$ cat config.mk
export PLATFORM = sky130hd
export DESIGN_NAME = pipe_stage_reg
export DESIGN_NICKNAME = d
export VERILOG_FILES = /design/src/rtl/pipe_pkg.sv /design/src/rtl/pipe_skid_slot.sv /design/src/rtl/pipe_stage_reg.sv
export SDC_FILE = /design/constraint.sdc
export NUM_CORES = 1
export LEC_CHECK = 0
export ABC_AREA = 0
export CAP_MARGIN = 10
export CORE_UTILIZATION = 37
export CTS_BUF_LIST = sky130_fd_sc_hd__clkbuf_4
export CTS_CLUSTER_DIAMETER = 30
export DETAILED_ROUTE_END_ITERATION = 10
export PLACE_DENSITY_LB_ADDON = 0.3
export SYNTH_ARGS = -nofsm -noshare
export SYNTH_HDL_FRONTEND = slang
export SYNTH_SLANG_ARGS = --single-unit
$ cat constraint.sdc
create_clock -name clk -period 1.62 [get_ports clk]
set_input_delay 0.486 -clock clk [delete_from_list [all_inputs] [get_ports clk]]
set_output_delay 0.486 -clock clk [all_outputs]
set_load 0.02 [all_outputs]
$ cat src/rtl/pipe_pkg.sv
// Shared definitions for the pipeline stage registers of the RISC-V core:
// the NOP encoding used as the IF/ID bubble, the IF/ID payload layout, and
// the state encoding of the optional skid FSM (PIPE_STAGE_SKID_EN builds).
package pipe_pkg;

    // addi x0, x0, 0 -- the canonical RISC-V NOP
    localparam logic [31:0] NOP_INSTR = 32'h00000013;

    // IF/ID payload layout: {pc+4, pc, instruction}
    localparam int unsigned IFID_FIELD_W   = 32;
    localparam int unsigned IFID_DATA_W    = 96;
    localparam int unsigned IFID_INSTR_LSB = 0;
    localparam int unsigned IFID_PC_LSB    = 32;
    localparam int unsigned IFID_PC4_LSB   = 64;

    // Skid FSM occupancy: nothing held, main only, main plus skid
    typedef enum logic [1:0] {
        SKID_EMPTY = 2'd0,
        SKID_ONE   = 2'd1,
        SKID_FULL  = 2'd2
    } skid_state_e;

    // Packs the IF/ID fields at their fixed offsets
    function automatic logic [IFID_DATA_W-1:0] ifid_pack(
        input logic [IFID_FIELD_W-1:0] instr,
        input logic [IFID_FIELD_W-1:0] pc,
        input logic [IFID_FIELD_W-1:0] pc4
    );
        return {pc4, pc, instr};
    endfunction

    // IF/ID bubble: a NOP with zero pc fields
    localparam logic [IFID_DATA_W-1:0] IFID_BUBBLE = {32'h00000000, 32'h00000000, NOP_INSTR};

endpackage

$ cat src/rtl/pipe_skid_slot.sv
// One payload register with a load enable. Used for both the main (output)
// register and the skid register so the control FSM stays apart from the
// datapath. Reset loads RST_VAL, normally the bubble pattern.
module pipe_skid_slot
    import pipe_pkg::*;
#(
    parameter int unsigned          DATA_W  = 96,
    parameter logic [DATA_W-1:0]    RST_VAL = {DATA_W{1'b0}}
) (
    input  logic              clk,
    input  logic              reset,
    input  logic              load,
    input  logic [DATA_W-1:0] d,
    output logic [DATA_W-1:0] q
);

    logic [DATA_W-1:0] slot_d;
    logic [DATA_W-1:0] slot_q;

    // Next value: new payload when loading, otherwise hold
    always_comb begin
        slot_d = slot_q;
        if (load) begin
            slot_d = d;
        end else begin
            slot_d = slot_q;
        end
    end

    // Payload flop with synchronous reset to the configured value
    always_ff @(posedge clk) begin
        if (reset) begin
            slot_q <= RST_VAL;
        end else begin
            slot_q <= slot_d;
        end
    end

    assign q = slot_q;

endmodule

$ cat src/rtl/pipe_stage_reg.sv
// Pipeline stage register with valid/ready handshake, flush and bubble
// insertion. out_data always shows BUBBLE_DATA when out_valid is low, so
// downstream may decode it unconditionally.
//
// Build option PIPE_STAGE_SKID_EN:
//   undefined - single register, in_ready combinational from out_ready.
//   defined   - main + skid register with a small FSM; in_ready is a
//               decode of registered state, breaking the stall path.
module pipe_stage_reg
    import pipe_pkg::*;
#(
    parameter int unsigned       DATA_W      = 96,
    parameter logic [DATA_W-1:0] BUBBLE_DATA = {DATA_W{1'b0}}
) (
    input  logic              clk,
    input  logic              reset,
    input  logic              flush,
    input  logic              in_valid,
    output logic              in_ready,
    input  logic [DATA_W-1:0] in_data,
    output logic              out_valid,
    input  logic              out_ready,
    output logic [DATA_W-1:0] out_data
);

    logic              accept_s;
    logic              main_load_s;
    logic [DATA_W-1:0] main_d_s;
    logic [DATA_W-1:0] main_q_s;

    // Output register; reset leaves the bubble on out_data
    pipe_skid_slot #(
        .DATA_W  (DATA_W),
        .RST_VAL (BUBBLE_DATA)
    ) u_main (
        .clk   (clk),
        .reset (reset),
        .load  (main_load_s),
        .d     (main_d_s),
        .q     (main_q_s)
    );

    assign out_data = main_q_s;

`ifdef PIPE_STAGE_SKID_EN

    skid_state_e       state_d;
    skid_state_e       state_q;
    logic              skid_load_s;
    logic [DATA_W-1:0] skid_d_s;
    logic [DATA_W-1:0] skid_q_s;

    // Second register absorbing the one beat in flight when out_ready drops
    pipe_skid_slot #(
        .DATA_W  (DATA_W),
        .RST_VAL (BUBBLE_DATA)
    ) u_skid (
        .clk   (clk),
        .reset (reset),
        .load  (skid_load_s),
        .d     (skid_d_s),
        .q     (skid_q_s)
    );

    // Handshake outputs decoded purely from registered state
    assign in_ready  = (state_q != SKID_FULL);
    assign out_valid = (state_q != SKID_EMPTY);
    assign accept_s  = in_valid && in_ready && !flush;

    // Occupancy FSM and register load controls; main always holds the older beat
    always_comb begin
        state_d     = state_q;
        main_load_s = 1'b0;
        main_d_s    = in_data;
        skid_load_s = 1'b0;
        skid_d_s    = in_data;
        if (flush) begin
            state_d     = SKID_EMPTY;
            main_load_s = 1'b1;
            main_d_s    = BUBBLE_DATA;
            skid_load_s = 1'b1;
            skid_d_s    = BUBBLE_DATA;
        end else begin
            case (state_q)
                SKID_EMPTY: begin
                    if (accept_s) begin
                        state_d     = SKID_ONE;
                        main_load_s = 1'b1;
                        main_d_s    = in_data;
                    end else begin
                        state_d = SKID_EMPTY;
                    end
                end
                SKID_ONE: begin
                    if (accept_s && out_ready) begin
                        state_d     = SKID_ONE;
                        main_load_s = 1'b1;
                        main_d_s    = in_data;
                    end else if (accept_s) begin
                        state_d     = SKID_FULL;
                        skid_load_s = 1'b1;
                        skid_d_s    = in_data;
                    end else if (out_ready) begin
                        state_d     = SKID_EMPTY;
                        main_load_s = 1'b1;
                        main_d_s    = BUBBLE_DATA;
                    end else begin
                        state_d = SKID_ONE;
                    end
                end
                SKID_FULL: begin
                    if (out_ready) begin
                        state_d     = SKID_ONE;
                        main_load_s = 1'b1;
                        main_d_s    = skid_q_s;
                        skid_load_s = 1'b1;
                        skid_d_s    = BUBBLE_DATA;
                    end else begin
                        state_d = SKID_FULL;
                    end
                end
                default: begin
                    state_d     = SKID_EMPTY;
                    main_load_s = 1'b1;
                    main_d_s    = BUBBLE_DATA;
                    skid_load_s = 1'b1;
                    skid_d_s    = BUBBLE_DATA;
                end
            endcase
        end
    end

    // FSM state register
    always_ff @(posedge clk) begin
        if (reset) begin
            state_q <= SKID_EMPTY;
        end else begin
            state_q <= state_d;
        end
    end

`else

    logic out_valid_d;
    logic out_valid_q;
    logic consume_s;

    // Stage can take a beat when empty or when the held beat leaves this cycle
    assign in_ready  = !out_valid_q || out_ready;
    assign out_valid = out_valid_q;
    assign accept_s  = in_valid && in_ready && !flush;
    assign consume_s = out_valid_q && out_ready;

    // Valid and payload update: flush, then accept, then consume-to-bubble
    always_comb begin
        out_valid_d = out_valid_q;
        main_load_s = 1'b0;
        main_d_s    = BUBBLE_DATA;
        if (flush) begin
            out_valid_d = 1'b0;
            main_load_s = 1'b1;
            main_d_s    = BUBBLE_DATA;
        end else if (accept_s) begin
            out_valid_d = 1'b1;
            main_load_s = 1'b1;
            main_d_s    = in_data;
        end else if (consume_s) begin
            out_valid_d = 1'b0;
            main_load_s = 1'b1;
            main_d_s    = BUBBLE_DATA;
        end else begin
            out_valid_d = out_valid_q;
        end
    end

    // Valid flop
    always_ff @(posedge clk) begin
        if (reset) begin
            out_valid_q <= 1'b0;
        end else begin
            out_valid_q <= out_valid_d;
        end
    end

`endif

endmodule

; ---- After elaboration in Yosys (flattened, before gate mapping)
; Index checks and enable logic that the tools add are counted.
[classes]
add_sub_neg = 0
multipliers = 0
div = 0
n_lt_le_gt_ge = 0
eq_ne = 0
n_shift = 0
muxes = 7
bitwise = 0
reduce_logical = 8
[op_table]
columns = op, count
row1 = $mux W96, 2
row2 = $mux W1, 5
row3 = $logic_and A1 B1 Y1, 3
row4 = $logic_not A1 Y1, 2
row5 = $reduce_bool A2 Y1, 1
row6 = $reduce_or A2 Y1, 1
row7 = $logic_or A1 B1 Y1, 1
[word_totals]
ff_bits = 97
latchBits = 0
ramBits = 0
rom_bits = 0
input_bits = 101
out_inout_bits = 98
wordCells = 17
n_memories = 0

; ---- Logic depth before layout (Yosys ltp)
; Gate-level depths: netlist (run 1).
[depth]
word_depth = 6
ltp_mapped = 6
mapped_depth_nobuf = 3

; ---- Modules after synthesis
; Synthesis (run 1) repeated with hierarchy kept, for this count alone.
[unflattened]
hier_cells = 436
hier_area_um2 = 4569.4
[by_module_without_submodules]
columns = mod, n_inst, cells_per_inst, area_each_um2, seq_area_each_um2
row1 = pipe_skid_slot, 1, 310, 3429.5, 1921.8
row2 = pipe_stage_reg, 1, 126, 1139.8, 20.0

; ---- Worst setup path after synthesis (run 1)
; Ideal clock, no wire load.
[synth_path]
path_type = input to register
from = input out_ready
to = register u_main.slot_q[43] (netlist: u_main.q[43])
setup_time_ns = 0.117
arrival_ns = 1.368
required_ns = 1.503
setup_slack_ns = 0.135
cell_stages = 6
n_path_buf = 3
path_cell_list = nand2b_4 -> and3_1 -> buf_2 -> buf_6 -> buf_6 -> a22o_1
[synth_via]
elab_chain_len = 5
word_cells_on_any_way = 9
cone_classes = mux: 5 / reduce/logical: 4
[synth_rtl]
columns = element, line
row1 = "start, declared", pipe_stage_reg.sv:22  ; input logic out_ready,
row2 = $logic_or A1 B1 Y1, pipe_stage_reg.sv:149  ; assign in_ready = !out_valid_q || out_ready;
row3 = $logic_and A1 B1 Y1 (2 in a row), pipe_stage_reg.sv:151  ; assign accept_s = in_valid && in_ready && !flush;
row4 = $mux W96 / $mux W1 (equally long branches), pipe_stage_reg.sv:163  ; end else if (accept_s) begin
row5 = $mux W96 / $mux W1 (equally long branches), pipe_stage_reg.sv:159  ; if (flush) begin
row6 = "end signal, assigned", pipe_skid_slot.sv:35  ; slot_q <= slot_d;
row7 = "end, declared", pipe_skid_slot.sv:18  ; logic [DATA_W-1:0] slot_q;
; Parallel ways exist; a longest one is shown, timed or not.
; A chain may end at the register's enable or synchronous reset.

; ---- Worst setup path after layout (run 1)
[layout_path]
from = register u_main.slot_q[28] (netlist: u_main.q[28])
to = output out_data[28]
[layout_lines]
columns = element, line
row1 = "end, declared", pipe_stage_reg.sv:23  ; output logic [DATA_W-1:0] out_data
; No word-level cell between the ends.

==> results of run 1 <==
final timing paths:
kind / to / slack, ns / cells past startpoint
setup / recovery: out_data[28] / 0.07 / 1
hold / removal: u_main.q[19] / 0.49 / 1
setup reg to reg: u_main.q[61] / 0.28 / 4
hold reg to reg: u_main.q[19] / 0.49 / 1
timing repair:
| action | CTS | global route |
|---|---|---|
| gates resized for setup | 175 | 122 |
| hold buffers | 0 | 0 |
| endpoints found under the hold margin | 0 | 0 |
| setup endpoints to repair | 98 | 95 |
| pin swaps | 0 | 0 |
sequential cells by signal, summed over array words and instances, names as in the netlist:
| register | flops |
|---|---|
| out_valid | 1 |
| u_main.q | 96 |
cell type report:
class / count / area share (%)
Clock buffer: 9 / 1.42
Clock inverter: 4 / 2.00
Multi-Input combinational cell: 102 / 18.8
Sequential cell: 97 / 40.9
Timing Repair Buffer: 204 / 34.1
Tap cell: 102 / 2.68
Inverter: 1 / 0.0789
cells by family after synthesis:
family	share of synthesized area, %
AOI/OAI and AO/OA	28.5
buffers and inverters	6.07
DFF	64.5
and+or+nand+nor	0.914
stage by stage:
| step | hold slack (ns) | cell area (um^2) | setup WS [ns] |
|---|---|---|---|
| after detailed placement | 0.463 | 5040 | -0.564 |
| after floorplan | 0.610 | 3010 | 0.135 |
| final | 0.491 | 4760 | 0.0714 |
| after global routing | 0.514 | 4760 | 0.000668 |
| after CTS | 0.492 | 5170 | 0.000449 |
| after global placement | 0.460 | 5040 | -0.546 |
cells in the mapped netlist:
cell type	number
and3_1	1
buf_6	11
inv_1	1
buf_2	11
nand2_1	1
a22o_1	96
o211a_1	1
nand2b_4	1
dfxtp_1	97
a21boi_0	1
nor2_1	1
routing by layer:
metal / track usage (%) / up-vias / share of wire (%)
li1: - / 1232 / -
met5: 0 / - / 0
met4: 7.94 / 0 / 1.2
met3: 7.55 / 7 / 9.5
met2: 30.2 / 130 / 47
met1: 23.7 / 1212 / 42
cell usage in the layout (no fill, tap or decap), drive strengths merged:
| cell type | synthesis | layout |
|---|---|---|
| clkdlybuf4s50 | 0 | 99 |
| clkbuf | 0 | 99 |
| dfxtp | 97 | 97 |
| a22o | 96 | 96 |
| buf | 22 | 8 |
| clkdlybuf4s15 | 0 | 6 |
| bufinv | 0 | 3 |
| nand2b | 1 | 1 |
| inv | 1 | 1 |
| nand2 | 1 | 1 |
| nor2 | 1 | 1 |
| o211a | 1 | 1 |
| and3 | 1 | 1 |
| a21boi | 1 | 1 |
| clkinv | 0 | 1 |
| dlygate4sd2 | 0 | 1 |
power groups by stage:
| stage | Sequential, mW | Combinational [mW] | Clock [mW] |
|---|---|---|---|
| final | 2.51 | 0.598 | 1.46 |
| after global routing | 2.52 | 0.637 | 1.62 |
| after CTS | 2.51 | 0.636 | 1.51 |
| after detailed placement | 2.56 | 0.678 | 0 |
| after global placement | 2.56 | 0.668 | 0 |
| after floorplan | 2.66 | 0.146 | 0 |
==> impl_metrics.env, run 1 <==
export IMPL_max_clock_path_buffers=2
export IMPL_ioPinCount=199
export IMPL_grt_antenna_before_repair=0
export IMPL_worst_pin_slew_ns=0.232
export IMPL_multi_input_comb_area_um2=895
export IMPL_crit_required_ns=1.13
export IMPL_arrival_ns=1.06
export IMPL_run_status="finished clean"
export IMPL_criticalPathCategory="flop to output pin"
export IMPL_rsz0062_at_grt="no"
export IMPL_final_cycle_share_pct=95.6
export IMPL_fin_nets=516
export IMPL_hold_path_startpoint="u_main.q[19]"
export IMPL_cts_num_sinks=97
export IMPL_post_detailed_route_drc_marker_count=0
export IMPL_ir_worst_vdd_mv=0.480
export IMPL_synth_largest_area_cell="dfxtp_1"
export IMPL_die_h_um=92.2
export IMPL_first_global_vias=2572
export IMPL_numCtsBuffers=9
export IMPL_dp_cells=506
export IMPL_max_cap_violations=0
export IMPL_post_layout_utilization_of_the_core_pct=60.9
export IMPL_postSynthCellCount=222
export IMPL_antenna_cells_inserted=0
export IMPL_pwr_density_cell_mw_per_mm2=961
export IMPL_worstSetupStartpointType="flop"
export IMPL_pwr_share_seq_pct=54.9
export IMPL_netlist_top_cells_area="dfxtp_1 (65%), a22o_1 (28%), buf_6 (4.1%)"
export IMPL_maxSlewHeadroom_pct=84.5
export IMPL_start_util_pct=38.6
export IMPL_share_clk_of_total_power_pct=32.0
export IMPL_final_antenna_net_count=0
export IMPL_regArea_mm2=0.00194
export IMPL_core_box_area_mm2=0.00781
export IMPL_yosys_warnings=0
export IMPL_final_fill_count=675
export IMPL_cts_post_setup_buffers_inserted=0
export IMPL_critical_path_startpoint="u_main.q[28]"
export IMPL_timing_critical_path_cells="clkdlybuf4s15_1"
export IMPL_syn_cell_area_mm2=0.00301
export IMPL_number_of_placement_rows=32
export IMPL_timing_max_transition_violations_final=0
export IMPL_clock_root_buffer="clkbuf_4"
export IMPL_detail_route_wl_per_cell_um=15.6
export IMPL_totalWireLength_um=8090
export IMPL_syn2layout_area_growth_pct=58.0
export IMPL_timing_clock_skew_ns=0.0120
export IMPL_post_layout_nonfiller_instances=519
export IMPL_grt_start_max_net_pins=49
export IMPL_switching_share_pct=22.1
export IMPL_htree_levels=3
export IMPL_dieArea_mm2=0.00850
export IMPL_grt_pass1_wl_um=12800
export IMPL_grt_remaining_overflow=0
export IMPL_ys_ff_latch=97
export IMPL_avgSynthCellArea_um2=13.6
export IMPL_place_hpwl_um=5820
export IMPL_hold_class="flop to flop"
export IMPL_cpPeakStageDelay_ns=0.35
export IMPL_endpoint_kind="output pin"
export IMPL_detail_route_vias_per_cell=4.97
export IMPL_seq_area_frac_synth_pct=64.5
export IMPL_syn_num_nets=323
export IMPL_detailedRoute_firstPassIterationCount=4
export IMPL_worst_path_dominant_cell_family="flip-flops"
export IMPL_clock_insertion_delay_worst_skew_ns=0.40
export IMPL_netlist_cell_type_count=11
export IMPL_layout_drive_gt1_share_pct=28.3
export IMPL_cts_tree="yes"
export IMPL_cell_internal_pwr_mw=3.56
export IMPL_crit_buf_inv=1
export IMPL_grt_total_usage_pct=19.3
export IMPL_cellLeakagePower_nw=2.12
export IMPL_cp_slowest_cell="dfxtp_1"
export IMPL_final_min_clock_period_ns=1.55
export IMPL_report_power_total_mw=4.57
export IMPL_setup_tns_ns=0
export IMPL_setup_viol=0
export IMPL_max_freq_mhz=646
export IMPL_first_iter_violations=42
export IMPL_gpl_final_weighted_congestion=0.700
export IMPL_port_buffers=198
export IMPL_fp_dieW_um=92.2
export IMPL_p_switching_mw=1.01
export IMPL_clkTransAtPathRegs_ns=0.14
export IMPL_combPwrFrac_pct=13.1
export IMPL_finalHoldViolCount=0
export IMPL_area_fraction_of_the_dominant_cell_type_after_synthesis_pct=64.5
export IMPL_regToRegStartpoint="out_valid"
export IMPL_num_vias=2581
export IMPL_worst_path_max_fanout=2
Power figures use the tool's default switching activity.
==> inputs of run 2 (changes only) <==
CORE_MARGIN = 8   (was not set)
CORE_UTILIZATION = 44   (was 37)
HOLD_SLACK_MARGIN = 0.15   (was not set)
SYNTH_HIERARCHICAL = 1   (was not set)
==> run 2 against run 1 <==
  * Critical path depth increased by 5
  * Combinational power grew 64%
  * Sequential share of layout area shrank 12 points
  * Die area is 64% higher
  * Routed wire length grew 67%
  * Global-route usage is essentially flat
  * Count of clock-buffer cells in the layout increased by 2
  * Setup slack worse by 0.039 ns
  * Non-clock buffer count increased by 15
  * Flip-flop and latch count stayed put
  * Critical endpoint is now u_main/q[2]
==> impl_metrics.env, run 2 <==
export IMPL_num_vias=3802
export IMPL_number_of_placement_rows=37
export IMPL_cts_tree="yes"
export IMPL_placement_setup_worst_slack_ns=-0.657
export IMPL_core_box_area_mm2=0.0102
export IMPL_area_fraction_of_the_dominant_cell_type_after_synthesis_pct=42.5
export IMPL_finalHoldViolCount=0
export IMPL_ioPinCount=199
export IMPL_final_setup_margin_ns=0.0325
export IMPL_syn_num_nets=537
export IMPL_run_status="finished clean"
export IMPL_max_clock_path_buffers=2
export IMPL_fp_dieW_um=118
export IMPL_seq_area_frac_synth_pct=42.5
export IMPL_grt_remaining_overflow=0
export IMPL_detail_route_vias_per_cell=4.98
export IMPL_maxSlewHeadroom_pct=75.6
export IMPL_critical_path_top_cell_by_count="nor2_1"
export IMPL_final_min_clock_period_ns=1.59
export IMPL_layout_drive_gt1_share_pct=29.7
export IMPL_combinational_family_with_the_most_area_after_synthesis="simple AND/OR/NAND/NOR gates"
export IMPL_die_h_um=118
export IMPL_timing_clock_skew_ns=0.00815
export IMPL_ys_ff_latch=97
export IMPL_clock_insertion_delay_worst_skew_ns=0.43
export IMPL_cpPeakStageDelay_ns=0.49
export IMPL_port_buffers=198
export IMPL_rsz0062_at_grt="yes"
export IMPL_clkTransAtPathRegs_ns=0.14
export IMPL_worstSetupStartpointType="input port"
export IMPL_postSynthCellCount=436
export IMPL_netlist_top_cells_area="dfxtp_1 (42%), mux2i_1 (21%), nor3b_2 (11%)"
export IMPL_max_reg_flops=96
export IMPL_dominantRegCellSynth="dfxtp_1"
export IMPL_netlist_cell_type_count=17
export IMPL_timing_max_transition_violations_final=0
export IMPL_reg2reg_setup_slack_ns=0.06
export IMPL_setup_viol=0
export IMPL_place_hpwl_um=9650
export IMPL_arrival_ns=1.91
export IMPL_post_synth_top_count_cell="nor2_1"
export IMPL_timing_critical_path_cells="clkdlybuf4s50_1 -> nor2_1 -> o21bai_4 -> buf_12 -> mux2i_1 -> nor2_1"
export IMPL_syn_cell_area_mm2=0.00457
export IMPL_final_antenna_net_count=0
export IMPL_antenna_cells_inserted=0
export IMPL_detailedRoute_firstPassIterationCount=4
export IMPL_grt_total_usage_pct=19.3
export IMPL_yosys_warnings=6
export IMPL_worst_path_dominant_cell_family="buffers and inverters"
export IMPL_fin_nets=723
export IMPL_synth_async_sr_flop_share_pct=0
export IMPL_totalWireLength_um=13500
export IMPL_crit_buf_inv=2
export IMPL_cts_num_sinks=97
export IMPL_post_detailed_route_drc_marker_count=0
export IMPL_endpoint_kind="flop"
export IMPL_worst_pin_slew_ns=0.365
export IMPL_grt_start_max_net_pins=56
export IMPL_synth_simple_area_share_pct=28.5
export IMPL_dieArea_mm2=0.0139
export IMPL_post_synth_xor_area_fraction_pct=0
export IMPL_synth_compound_area_share_pct=0.329
export IMPL_hold_class="input port to flop"
export IMPL_gpl_final_weighted_congestion=0.780
export IMPL_syn2layout_area_growth_pct=46.6
export IMPL_grt_pass1_wl_um=22100
export IMPL_ir_worst_vdd_mv=0.425
export IMPL_detail_route_wl_per_cell_um=17.7
export IMPL_final_cycle_share_pct=98.0
export IMPL_numCtsBuffers=9
export IMPL_first_iter_violations=194
export IMPL_synth_largest_area_cell="dfxtp_1"
export IMPL_post_synth_fa_ha_maj_area_fraction_pct=0
export IMPL_htree_levels=3
export IMPL_cp_slowest_cell="clkdlybuf4s50_1"
export IMPL_holdBufCountCts=0
export IMPL_post_layout_nonfiller_instances=763
export IMPL_max_cap_violations=0
export IMPL_crit_required_ns=1.95
export IMPL_synth_edff_count=0
export IMPL_dp_cells=747
export IMPL_criticalPathCategory="input port to flop"
export IMPL_grt_antenna_before_repair=1
export IMPL_post_synth_mux_area_share_pct=21.0
export IMPL_netlist_top_cells_count="nor2_1 (98), dfxtp_1 (97), mux2i_1 (96)"
export IMPL_first_global_vias=4235
export IMPL_clock_root_buffer="clkbuf_4"
export IMPL_resize_count_post_cts=290
export IMPL_max_freq_mhz=630
export IMPL_cts_post_setup_buffers_inserted=0
export IMPL_avgSynthCellArea_um2=10.5
export IMPL_pwr_density_cell_mw_per_mm2=709
export IMPL_worst_path_max_fanout=44
export IMPL_layout_common_cells="nor2_1 (98), clkdlybuf4s50_1 (98), mux2i_1 (96)"
export IMPL_start_util_pct=44.9
export IMPL_cellLeakagePower_nw=3.02
## run 2: logic make-up (layout without fill, tap and decap cells)
logic type,count (synthesis),count (layout)
flip-flops,97,97
AND/OR/NAND/NOR,196,196
buffers and inverters,45,236
multiplexers,96,96
AO/OA/AOI/OAI,2,2
## run 2: metrics by stage
stage          setup TNS, ns  util (%)  hold WS (ns)  area (um^2)  total power [mW]
2_1_floorplan          -9.91         -         0.583         4590              3.09
3_3_place_gp          -52.73      65.8         0.472         6710              3.55
3_5_place_dp          -53.75      65.8         0.481         6710              3.57
4_1_cts             -0.00526      68.1         0.480         6940              4.83
5_1_grt               -0.142      65.8         0.493         6700              4.98
6_report                   0      65.8         0.510         6700              4.75
## run 2: final timing paths
check,startpoint,to,depth (start not counted)
setup / recovery,in_valid,u_main/q[2],6
hold / removal,reset,u_main/q[29],3
setup reg to reg,out_valid,u_main/q[2],6
hold reg to reg,u_main/q[15],u_main/q[15],2
## run 2: routing by layer
layer / up-vias / global-route usage [%] / wire length, um
met5: - / 0 / 12
met3: 30 / 8.44 / 1320
met4: 2 / 9.29 / 427
met1: 1777 / 21.0 / 5510
met2: 150 / 31.5 / 6240
li1: 1843 / - / -
## run 2: worst register-to-register path, stage by stage (launching register included)
cell,delay (ns)
dfxtp_2,0.35
nor2b_4,0.12
buf_4,0.16
o21bai_4,0.17
buf_12,0.31
mux2i_1,0.29
nor2_1,0.06
## run 2: report_power, final
group / internal [mW] / leakage, nW / switching [mW] / total (mW)
clock: 0.491 / 0.0734 / 0.784 / 1.28
combinational: 0.545 / 2.16 / 0.436 / 0.980
sequential: 2.46 / 0.792 / 0.0370 / 2.50
## run 2: area by class of cell
class	count	area, um^2
multi-input cells	294	2300
clock buffers	11	82.6
clock inverters	5	46.3
well taps	136	170
inverters	1	3.75
fillers	825	3490
flip-flops and latches	97	1950
repair buffers	219	2140
==> inputs of run 3 (changes only) <==
ABC_CLOCK_PERIOD_IN_PS = 1480   (was not set)
CORE_UTILIZATION = 37   (was 44)
SYNTH_HIERARCHICAL = not set   (was 1)
clock period = 1.48 ns   (was 1.62 ns; I/O delays follow)
==> run 3 against run 2 <==
  * First-iteration DRC count shrank 42%
  * Via count down 31%
  * Register-to-register slack gained 0.08 ns
  * Largest power group unchanged
  * Core utilization shrank 6.2 points
  * Combinational power is 31% lower
  * Highest routed layer is now met4
  * Critical path type is now flop to output pin
==> impl_metrics.env, run 3 (synthesis results as in run 1) <==
export IMPL_switching_share_pct=24.2
export IMPL_multi_input_comb_area_um2=898
export IMPL_post_detailed_route_drc_marker_count=0
export IMPL_worstSetupStartpointType="flop"
export IMPL_grt_start_max_net_pins=41
export IMPL_numCtsBuffers=9
export IMPL_detail_route_wl_per_cell_um=18.3
export IMPL_max_freq_mhz=697
export IMPL_critical_path_startpoint="out_valid"
export IMPL_fin_nets=520
export IMPL_endpoint_kind="output pin"
export IMPL_syn2layout_area_growth_pct=59.4
export IMPL_worst_pin_slew_ns=0.205
export IMPL_cellLeakagePower_nw=2.20
export IMPL_grt_remaining_overflow=0
export IMPL_cts_num_sinks=97
export IMPL_antenna_cells_inserted=0
export IMPL_final_cycle_share_pct=97.0
export IMPL_maxSlewHeadroom_pct=86.3
export IMPL_post_layout_utilization_of_the_core_pct=59.6
export IMPL_start_util_pct=37.4
export IMPL_die_h_um=106
export IMPL_timing_critical_path_cells="nand2b_4 -> buf_6"
export IMPL_worst_path_max_fanout=4
export IMPL_cp_slowest_cell="dfxtp_4"
export IMPL_finished_layout_cell_area_mm2=0.00480
export IMPL_number_of_placement_rows=33
export IMPL_layout_common_cells="clkdlybuf4s50_1 (99), a22o_1 (96), dfxtp_1 (86)"
export IMPL_max_cap_violations=0
export IMPL_combPwrFrac_pct=14.1
export IMPL_regArea_mm2=0.00196
export IMPL_num_vias=2610
export IMPL_fp_dieW_um=106
export IMPL_pwr_density_cell_mw_per_mm2=999
export IMPL_totalWireLength_um=9690
export IMPL_detail_route_vias_per_cell=4.93
export IMPL_max_clock_path_buffers=2
export IMPL_dieArea_mm2=0.0113
export IMPL_gpl_final_weighted_congestion=0.707
export IMPL_p_switching_mw=1.16
export IMPL_grt_antenna_before_repair=0
export IMPL_detailedRoute_firstPassIterationCount=4
export IMPL_post_layout_nonfiller_instances=529
export IMPL_htree_levels=3
export IMPL_port_buffers=198
export IMPL_final_fill_count=697
export IMPL_place_hpwl_um=7440
export IMPL_first_iter_violations=113
export IMPL_crit_required_ns=1.04
export IMPL_cts_tree="yes"
export IMPL_grt_total_usage_pct=16.8
export IMPL_cell_internal_pwr_mw=3.64
export IMPL_criticalPathCategory="flop to output pin"
export IMPL_final_min_clock_period_ns=1.44
export IMPL_clock_insertion_delay_worst_skew_ns=0.42
export IMPL_placement_setup_worst_slack_ns=-0.648
export IMPL_arrival_ns=0.99
export IMPL_rsz0062_at_grt="yes"
export IMPL_pwr_share_seq_pct=57.2
export IMPL_grt_pass1_wl_um=14800
export IMPL_dp_cells=512
export IMPL_hold_class="flop to flop"
export IMPL_core_box_area_mm2=0.00805
export IMPL_cpPeakStageDelay_ns=0.39
export IMPL_finalHoldViolCount=0
export IMPL_layout_drive_gt1_share_pct=32.3
export IMPL_max_reg_flops=96
export IMPL_ir_worst_vdd_mv=0.442
export IMPL_finalHoldWorstSlack_ns=0.484
export IMPL_first_global_vias=2717
export IMPL_timing_clock_skew_ns=0.0123
export IMPL_run_status="finished clean"
export IMPL_setup_viol=0
export IMPL_clkTransAtPathRegs_ns=0.13
export IMPL_layout_commonest_cell="clkdlybuf4s50_1"
export IMPL_share_clk_of_total_power_pct=28.7
export IMPL_ioPinCount=199
export IMPL_area_of_placed_instances_mm2=0.00509
export IMPL_clock_root_buffer="clkbuf_4"
export IMPL_holdBufCountCts=0
export IMPL_final_antenna_net_count=0
export IMPL_regToRegStartpoint="out_valid"
export IMPL_final_setup_margin_ns=0.0445
export IMPL_timing_max_transition_violations_final=0
export IMPL_hold_path_startpoint="u_main.q[16]"
[run 3: cell count changes in the layout (fill, tap and decap cells not counted), sizes merged, moves of 7 or more]
cell           change
mux2i             -96
clkdlybuf4s15     -53
clkbuf             -7
a22o              +96
buf               +48
nor2              -97
nor3b             -96
[run 3: timing repair]
action | in CTS | in global routing
buffers inserted | 0 | 1
resized for setup | 400 | 24
setup endpoints to repair | 98 | 23
[run 3: critical path, delay by kind of cell, from the launching register on]
| family | cells | cell delay [ns] |
|---|---|---|
| flip-flops | 1 | 0.39 |
| AND/OR/NAND/NOR | 1 | 0.06 |
| buffers and inverters | 1 | 0.13 |
[run 3: cell type report]
class,instances,share of cell area [%]
clock buffer,11,1.72
clock inverter,5,1.17
inverter,1,0.0782
multi-input combinational,102,18.7
sequential,97,40.8
tap,105,2.74
timing repair buffer,208,34.8
[run 3: path summary, 6_finish.rpt]
check | to | slack (ns) | cells after the start
setup / recovery | in_ready | 0.04 | 2
hold reg to reg | u_main.q[16] | 0.48 | 1
setup reg to reg | u_main.q[45] | 0.14 | 4
hold / removal | u_main.q[16] | 0.48 | 1
[run 3: routing by layer]
layer	part of all wire (%)	vias to the layer above	wire [um]	global-route usage, %
met4	1.5	0	145	7.44
met3	15	11	1420	11.1
li1	-	1250	-	-
met5	0	-	0	0
met2	44	143	4250	25.0
met1	40	1206	3880	18.2
[run 3: power by group through the flow]
stage / registers (mW) / logic [mW] / clock network, mW
floorplan: 2.91 / 0.160 / 0
global route: 2.76 / 0.720 / 1.55
finish: 2.75 / 0.677 / 1.37
global placement: 2.80 / 0.748 / 0
detailed placement: 2.81 / 0.757 / 0
CTS: 2.74 / 0.676 / 1.43
[run 3: per-stage QoR]
step / TNS (ns) / power, mW
after floorplan: 0 / 3.07
after global placement: -32.03 / 3.55
after detailed placement: -32.17 / 3.56
after CTS: -0.00412 / 4.85
after global routing: -0.0497 / 5.03
final: 0 / 4.80
